<file path="config.mk">
export PLATFORM = sky130hd
export DESIGN_NAME = mem_host_port
export DESIGN_NICKNAME = d
export VERILOG_FILES = /design/src/rtl/mem_host_port_pkg.sv /design/src/rtl/mem_host_port.sv
export SDC_FILE = /design/constraint.sdc
export NUM_CORES = 1
export LEC_CHECK = 0
export CORE_ASPECT_RATIO = 1.1
export CORE_MARGIN = 2
export CORE_UTILIZATION = 35
export DETAILED_ROUTE_END_ITERATION = 8
export DONT_BUFFER_PORTS = 1
export PLACE_DENSITY = 0.57
export SYNTH_ARGS = -nofsm -noshare
export SYNTH_HDL_FRONTEND = slang
export SYNTH_SLANG_ARGS = --single-unit
</file>
<file path="constraint.sdc">
create_clock -name clk -period 2.1 [get_ports clk]
set_input_delay 0.42 -clock clk [delete_from_list [all_inputs] [get_ports clk]]
set_output_delay 0.42 -clock clk [all_outputs]
set_load 0.01 [all_outputs]
</file>
<file path="src/rtl/mem_host_port_pkg.sv">
// mem_host_port_pkg: shared memory-function codes, default widths and FSM encodings
// for the host-side memory access port.
package mem_host_port_pkg;
    localparam logic [1:0] MEM_FUNC_READ  = 2'b00;
    localparam logic [1:0] MEM_FUNC_WRITE = 2'b01;
    localparam int MEM_ADDR_W = 8;
    localparam int MEM_DATA_W = 16;
    typedef enum logic {OP_LOAD = 1'b0, OP_DUMP = 1'b1} op_e;
    localparam logic [3:0] S_IDLE     = 4'd0;
    localparam logic [3:0] S_ARB      = 4'd1;
    localparam logic [3:0] S_LD_IN    = 4'd2;
    localparam logic [3:0] S_LD_ISSUE = 4'd3;
    localparam logic [3:0] S_LD_WAIT  = 4'd4;
    localparam logic [3:0] S_DP_ISSUE = 4'd5;
    localparam logic [3:0] S_DP_WAIT  = 4'd6;
    localparam logic [3:0] S_DP_PUSH  = 4'd7;
    localparam logic [3:0] S_FIN      = 4'd8;
endpackage

</file>
<file path="src/rtl/mem_host_port.sv">
// mem_host_port: host stream port that bulk-loads words into RAM and dumps RAM back out,
// acting as a bus initiator through a req/gnt pair to the memory mux.
module mem_host_port
    import mem_host_port_pkg::*;
#(
    parameter int ADDR_W = MEM_ADDR_W,
    parameter int DATA_W = MEM_DATA_W,
    parameter int CNT_W  = ADDR_W + 1
) (
    input  logic              clk,
    input  logic              rst_n,
    input  logic              cmd_valid_i,
    output logic              cmd_ready_o,
    input  logic              cmd_op_i,
    input  logic [ADDR_W-1:0] cmd_base_i,
    input  logic [CNT_W-1:0]  cmd_count_i,
    input  logic              in_valid_i,
    output logic              in_ready_o,
    input  logic [DATA_W-1:0] in_data_i,
    output logic              out_valid_o,
    input  logic              out_ready_i,
    output logic [DATA_W-1:0] out_data_o,
    output logic              done_o,
    output logic              bus_req_o,
    input  logic              bus_gnt_i,
    input  logic              mem_ready_i,
    output logic              mem_execute_o,
    output logic [1:0]        mem_func_o,
    output logic [ADDR_W-1:0] address1_o,
    output logic [ADDR_W-1:0] address2_o,
    output logic [DATA_W-1:0] write_data_o,
    input  logic [DATA_W-1:0] read_data1_i
);
    logic [3:0]        state_q, state_d;
    op_e               op_q, op_d;
    logic [ADDR_W-1:0] addr_q, addr_d;
    logic [CNT_W-1:0]  rem_q, rem_d;
    logic [DATA_W-1:0] wdata_q, wdata_d, rdata_q, rdata_d;
    logic              busy_q, busy_d;
    logic              issuing, issue, waiting, complete, advance;

    assign issuing  = state_q == S_LD_ISSUE || state_q == S_DP_ISSUE;
    assign issue    = issuing && mem_ready_i && bus_gnt_i;
    assign waiting  = state_q == S_LD_WAIT || state_q == S_DP_WAIT;
    // memory_unit drops ready after the strobe; the op is done once ready returns
    assign complete = waiting && busy_q && mem_ready_i;
    assign advance  = (state_q == S_LD_WAIT && complete) || (state_q == S_DP_PUSH && out_ready_i);

    always_comb begin
        state_d = state_q;
        op_d    = op_q;
        addr_d  = advance ? addr_q + 1'b1 : addr_q;
        rem_d   = advance ? rem_q - 1'b1 : rem_q;
        wdata_d = (state_q == S_LD_IN && in_valid_i) ? in_data_i : wdata_q;
        rdata_d = (state_q == S_DP_WAIT && complete) ? read_data1_i : rdata_q;
        busy_d  = issue ? 1'b0 : (waiting && !mem_ready_i) ? 1'b1 : busy_q;
        unique case (state_q)
            S_IDLE: if (cmd_valid_i) begin
                op_d    = op_e'(cmd_op_i);
                addr_d  = cmd_base_i;
                rem_d   = cmd_count_i;
                state_d = cmd_count_i == '0 ? S_FIN : S_ARB;
            end
            S_ARB:      if (bus_gnt_i) state_d = op_q == OP_DUMP ? S_DP_ISSUE : S_LD_IN;
            S_LD_IN:    if (in_valid_i) state_d = S_LD_ISSUE;
            S_LD_ISSUE: if (issue) state_d = S_LD_WAIT;
            S_LD_WAIT:  if (complete) state_d = rem_q == CNT_W'(1) ? S_FIN : S_LD_IN;
            S_DP_ISSUE: if (issue) state_d = S_DP_WAIT;
            S_DP_WAIT:  if (complete) state_d = S_DP_PUSH;
            S_DP_PUSH:  if (out_ready_i) state_d = rem_q == CNT_W'(1) ? S_FIN : S_DP_ISSUE;
            default:    state_d = S_IDLE;
        endcase
    end

    always_ff @(posedge clk or negedge rst_n) begin
        if (!rst_n) begin
            state_q <= S_IDLE;
            op_q    <= OP_LOAD;
            addr_q  <= '0;
            rem_q   <= '0;
            wdata_q <= '0;
            rdata_q <= '0;
            busy_q  <= 1'b0;
        end else begin
            state_q <= state_d;
            op_q    <= op_d;
            addr_q  <= addr_d;
            rem_q   <= rem_d;
            wdata_q <= wdata_d;
            rdata_q <= rdata_d;
            busy_q  <= busy_d;
        end
    end

    assign cmd_ready_o   = state_q == S_IDLE;
    assign in_ready_o    = state_q == S_LD_IN;
    assign out_valid_o   = state_q == S_DP_PUSH;
    assign out_data_o    = rdata_q;
    assign done_o        = state_q == S_FIN;
    assign bus_req_o     = !(state_q == S_IDLE || state_q == S_FIN);
    assign mem_execute_o = issue;
    assign mem_func_o    = state_q == S_LD_ISSUE ? MEM_FUNC_WRITE : MEM_FUNC_READ;
    assign address1_o    = issuing ? addr_q : '0;
    assign address2_o    = '0;
    assign write_data_o  = state_q == S_LD_ISSUE ? wdata_q : '0;
endmodule
</file>
==> flow_metrics.env <==
export IMPL_yosys_register_bits=55
export IMPL_fin_ws_ns=0.0934
export IMPL_drtAntennaViolNets=0
export IMPL_drt_wirelength_per_cell_um=15.8
export IMPL_crit_cells=3
export IMPL_antenna_found_initial=0
export IMPL_clock_sinks=55
export IMPL_p_clk_share_pct=13.0
export IMPL_syn2layout_area_growth_pct=12.1
export IMPL_grt_total_usage_pct=13.4
export IMPL_dieArea_um2=9160
export IMPL_r2r_cells=6
export IMPL_nets=344
export IMPL_synth_area_um2=2940
export IMPL_cpLargestDelayFamily="simple AND/OR/NAND/NOR gates"
export IMPL_numCtsBuffers=5
export IMPL_grtUsageMet1_pct=18.2
export IMPL_drv_slew=0
export IMPL_ys_types=51
export IMPL_max_vdd_ir_drop_mv=0.522
export IMPL_fin_util_pct=39.9
export IMPL_crit_type="reg -> out"
export IMPL_rows=35
export IMPL_switching_share_pct=40.0
export IMPL_routed_wirelength_um=6250
export IMPL_drt_initial_drc_count=105
export IMPL_synth_top_area_cell="dfrtp_1"
export IMPL_grt_busiest_layer="met2"
export IMPL_p_int_mw=2.93
export IMPL_synth_seq_area_share_pct=46.8
export IMPL_clockBufferDepth=2
export IMPL_worst_path_max_fanout=6
export IMPL_path_clk_slew_ns=0.11
export IMPL_holdWs_ns=0.246
export IMPL_totalPowerFinal_mw=4.88
export IMPL_path_buf_inv=1
export IMPL_final_cells=396
export IMPL_cp_required_ns=1.68
export IMPL_avgSynthCellArea_um2=11.0
export IMPL_worst_pin_slew_ns=0.537
export IMPL_slew_headroom_pct=63.9
export IMPL_grt_remaining_overflow=0
export IMPL_hpwlAfterDp_um=4550
export IMPL_grt_max_degree=56
export IMPL_antenna_cells=0
export IMPL_cp_start_kind="flop"
export IMPL_cts_root_buf="clkbuf_8"
export IMPL_gp_congestion=0.875
export IMPL_skew_ns=0.00703
export IMPL_crit_path_end_kind="output port"
export IMPL_status="finished clean"
export IMPL_post_route_drc_count=0
export IMPL_use_met2_pct=20.3
export IMPL_hold_violations=0
export IMPL_cap_violations=0
export IMPL_synth_main_ff_cell="dfrtp_1"
export IMPL_fin_area_um2=3300
export IMPL_rsz0062_at_grt="false"
export IMPL_dp_cells=380
export IMPL_first_pass_iters=4
export IMPL_ioPinCount=113
export IMPL_period_minus_slack_ns=2.01
export IMPL_die_w_um=91.4
export IMPL_cp_slowest_cell="or3_1"
export IMPL_fin_setup_tns_ns=0
export IMPL_dpl_worst_slack_ns=0.250
export IMPL_worstSkewPairLatency_ns=0.31
export IMPL_met3_usage_pct=3.68
export IMPL_start_util_pct=35.6
export IMPL_final_layout_size_suffix_gt1_share_pct=28.8
export IMPL_die_y_um=100
export IMPL_power_density_nw_per_um2=1480
export IMPL_core_area_um2=8280
export IMPL_seqPwrFrac_pct=41.8
export IMPL_path_cells="buf_4 > or3_1 > nor2_2"
export IMPL_critical_path_max_stage_delay_ns=0.48
export IMPL_cts_tree="built"
export IMPL_grt_pass1_wl_um=9750
export IMPL_vias_per_cell=5.05
export IMPL_ys_top_cells_by_area="dfrtp_1 47%, mux2_2 13%, and2_1 3.6%"
export IMPL_p_switching_mw=1.95
export IMPL_synthCells=267
export IMPL_htree_levels=2
export IMPL_synth_edff_count=0
export IMPL_arrival_ns=1.59
export IMPL_hold_path_class="in -> reg"
export IMPL_fin_crit_sh_pct=95.6
export IMPL_p_leak_nw=1.38
export IMPL_dr_total_vias=1998
export IMPL_min_path_cells=1
export IMPL_yosys_area_top_type_share_pct=46.8
export IMPL_combPwrFrac_pct=45.2
export IMPL_setup_viol=0
export IMPL_place_area_um2=3100
export IMPL_grt_pass1_vias=1968
export IMPL_synthArstFlopShare_pct=100
export IMPL_max_freq_ghz=0.498
export IMPL_port_buffer_count=0
export IMPL_ys_warn_count=0
[registers in the layout (all words and copies together) (netlist names)]
signal,cells
wdata_q,16
op_q,1
addr_q,8
rem_q,9
busy_q,1
out_data_o,16
state_q,4
[final cells by class]
type | count | area, um^2
multi-input combinational | 195 | 1460
inverter | 5 | 18.8
clock buffer | 5 | 68.8
tap | 111 | 139
timing repair buffer | 22 | 204
fill | 820 | 4980
clock inverter | 3 | 27.5
sequential | 55 | 1380
[repair_timing]
action,4_1_cts,5_1_grt
pin swaps,0,1
endpoints found under the setup margin,18,18
hold buffers,2,0
hold endpoints to repair,55,0
resized for setup,5,3
setup buffers,0,6
[synthesized netlist by cell type, drive strengths merged (5+ instances only)]
master,n
and2,17
xor2,12
a21oi,18
nor2,25
dfrtp,55
buf,16
inv,5
and3,12
nand4,5
mux2,34
nand2,13
nor3,6
[cell usage in the layout (no fill, tap or decap), drive strengths merged, types with 2 or more instances in the layout]
cell type  count
nor3           6
and2          17
or4            3
inv            7
nand3          3
dfrtp         55
buf           21
a31oi          2
nor4           2
mux2          34
or3            3
ha             3
xor2          12
a21oi         18
nand2b         2
nor2b          2
conb           9
nand4b         2
nand2         13
nand4          5
a211oi         2
and3          12
nor2          25
o31ai          3
clkbuf         5
xnor2          2
[power groups by stage]
| stage | Sequential, mW | Clock (mW) | Combinational, mW |
|---|---|---|---|
| finish | 2.04 | 0.636 | 2.21 |
| global route | 2.11 | 0.709 | 2.44 |
| CTS | 2.06 | 0.669 | 2.10 |
| detailed placement | 2.08 | 0 | 2.05 |
| global placement | 2.06 | 0 | 2.01 |
| floorplan | 1.96 | 0 | 1.70 |
[worst paths after layout]
check	startpoint	slack (ns)	endpoint
max in group asynchronous	rst_n	1.24	wdata_q[15]
setup / recovery	state_q[2]	0.09	done_o
setup reg to reg	state_q[0]	0.18	rem_q[4]
hold / removal	read_data1_i[10]	0.25	out_data_o[10]
hold reg to reg	wdata_q[0]	0.51	wdata_q[0]
min in group asynchronous	rst_n	0.61	rem_q[1]
[logic make-up (layout without fill, tap and decap cells)]
group | Yosys count | after routing | share of synthesized area, %
and+or+nand+nor | 100 | 100 | 20.4
other | 1 | 9 | 0.127
xor gates and xnor gates | 14 | 14 | 4.80
adders and majority gates | 3 | 3 | 1.28
DFF | 55 | 55 | 46.8
muxes | 35 | 35 | 13.4
buffers and inverters | 25 | 35 | 5.14
AOI/OAI and AO/OA | 34 | 34 | 8.16
[per-layer routing]
layer / vias to the layer above / share of wire, %
met5: - / 0
li1: 957 / -
met4: 0 / 2.0
met2: 68 / 47
met3: 10 / 5.5
met1: 963 / 45
(Power assumes the default switching activity.)
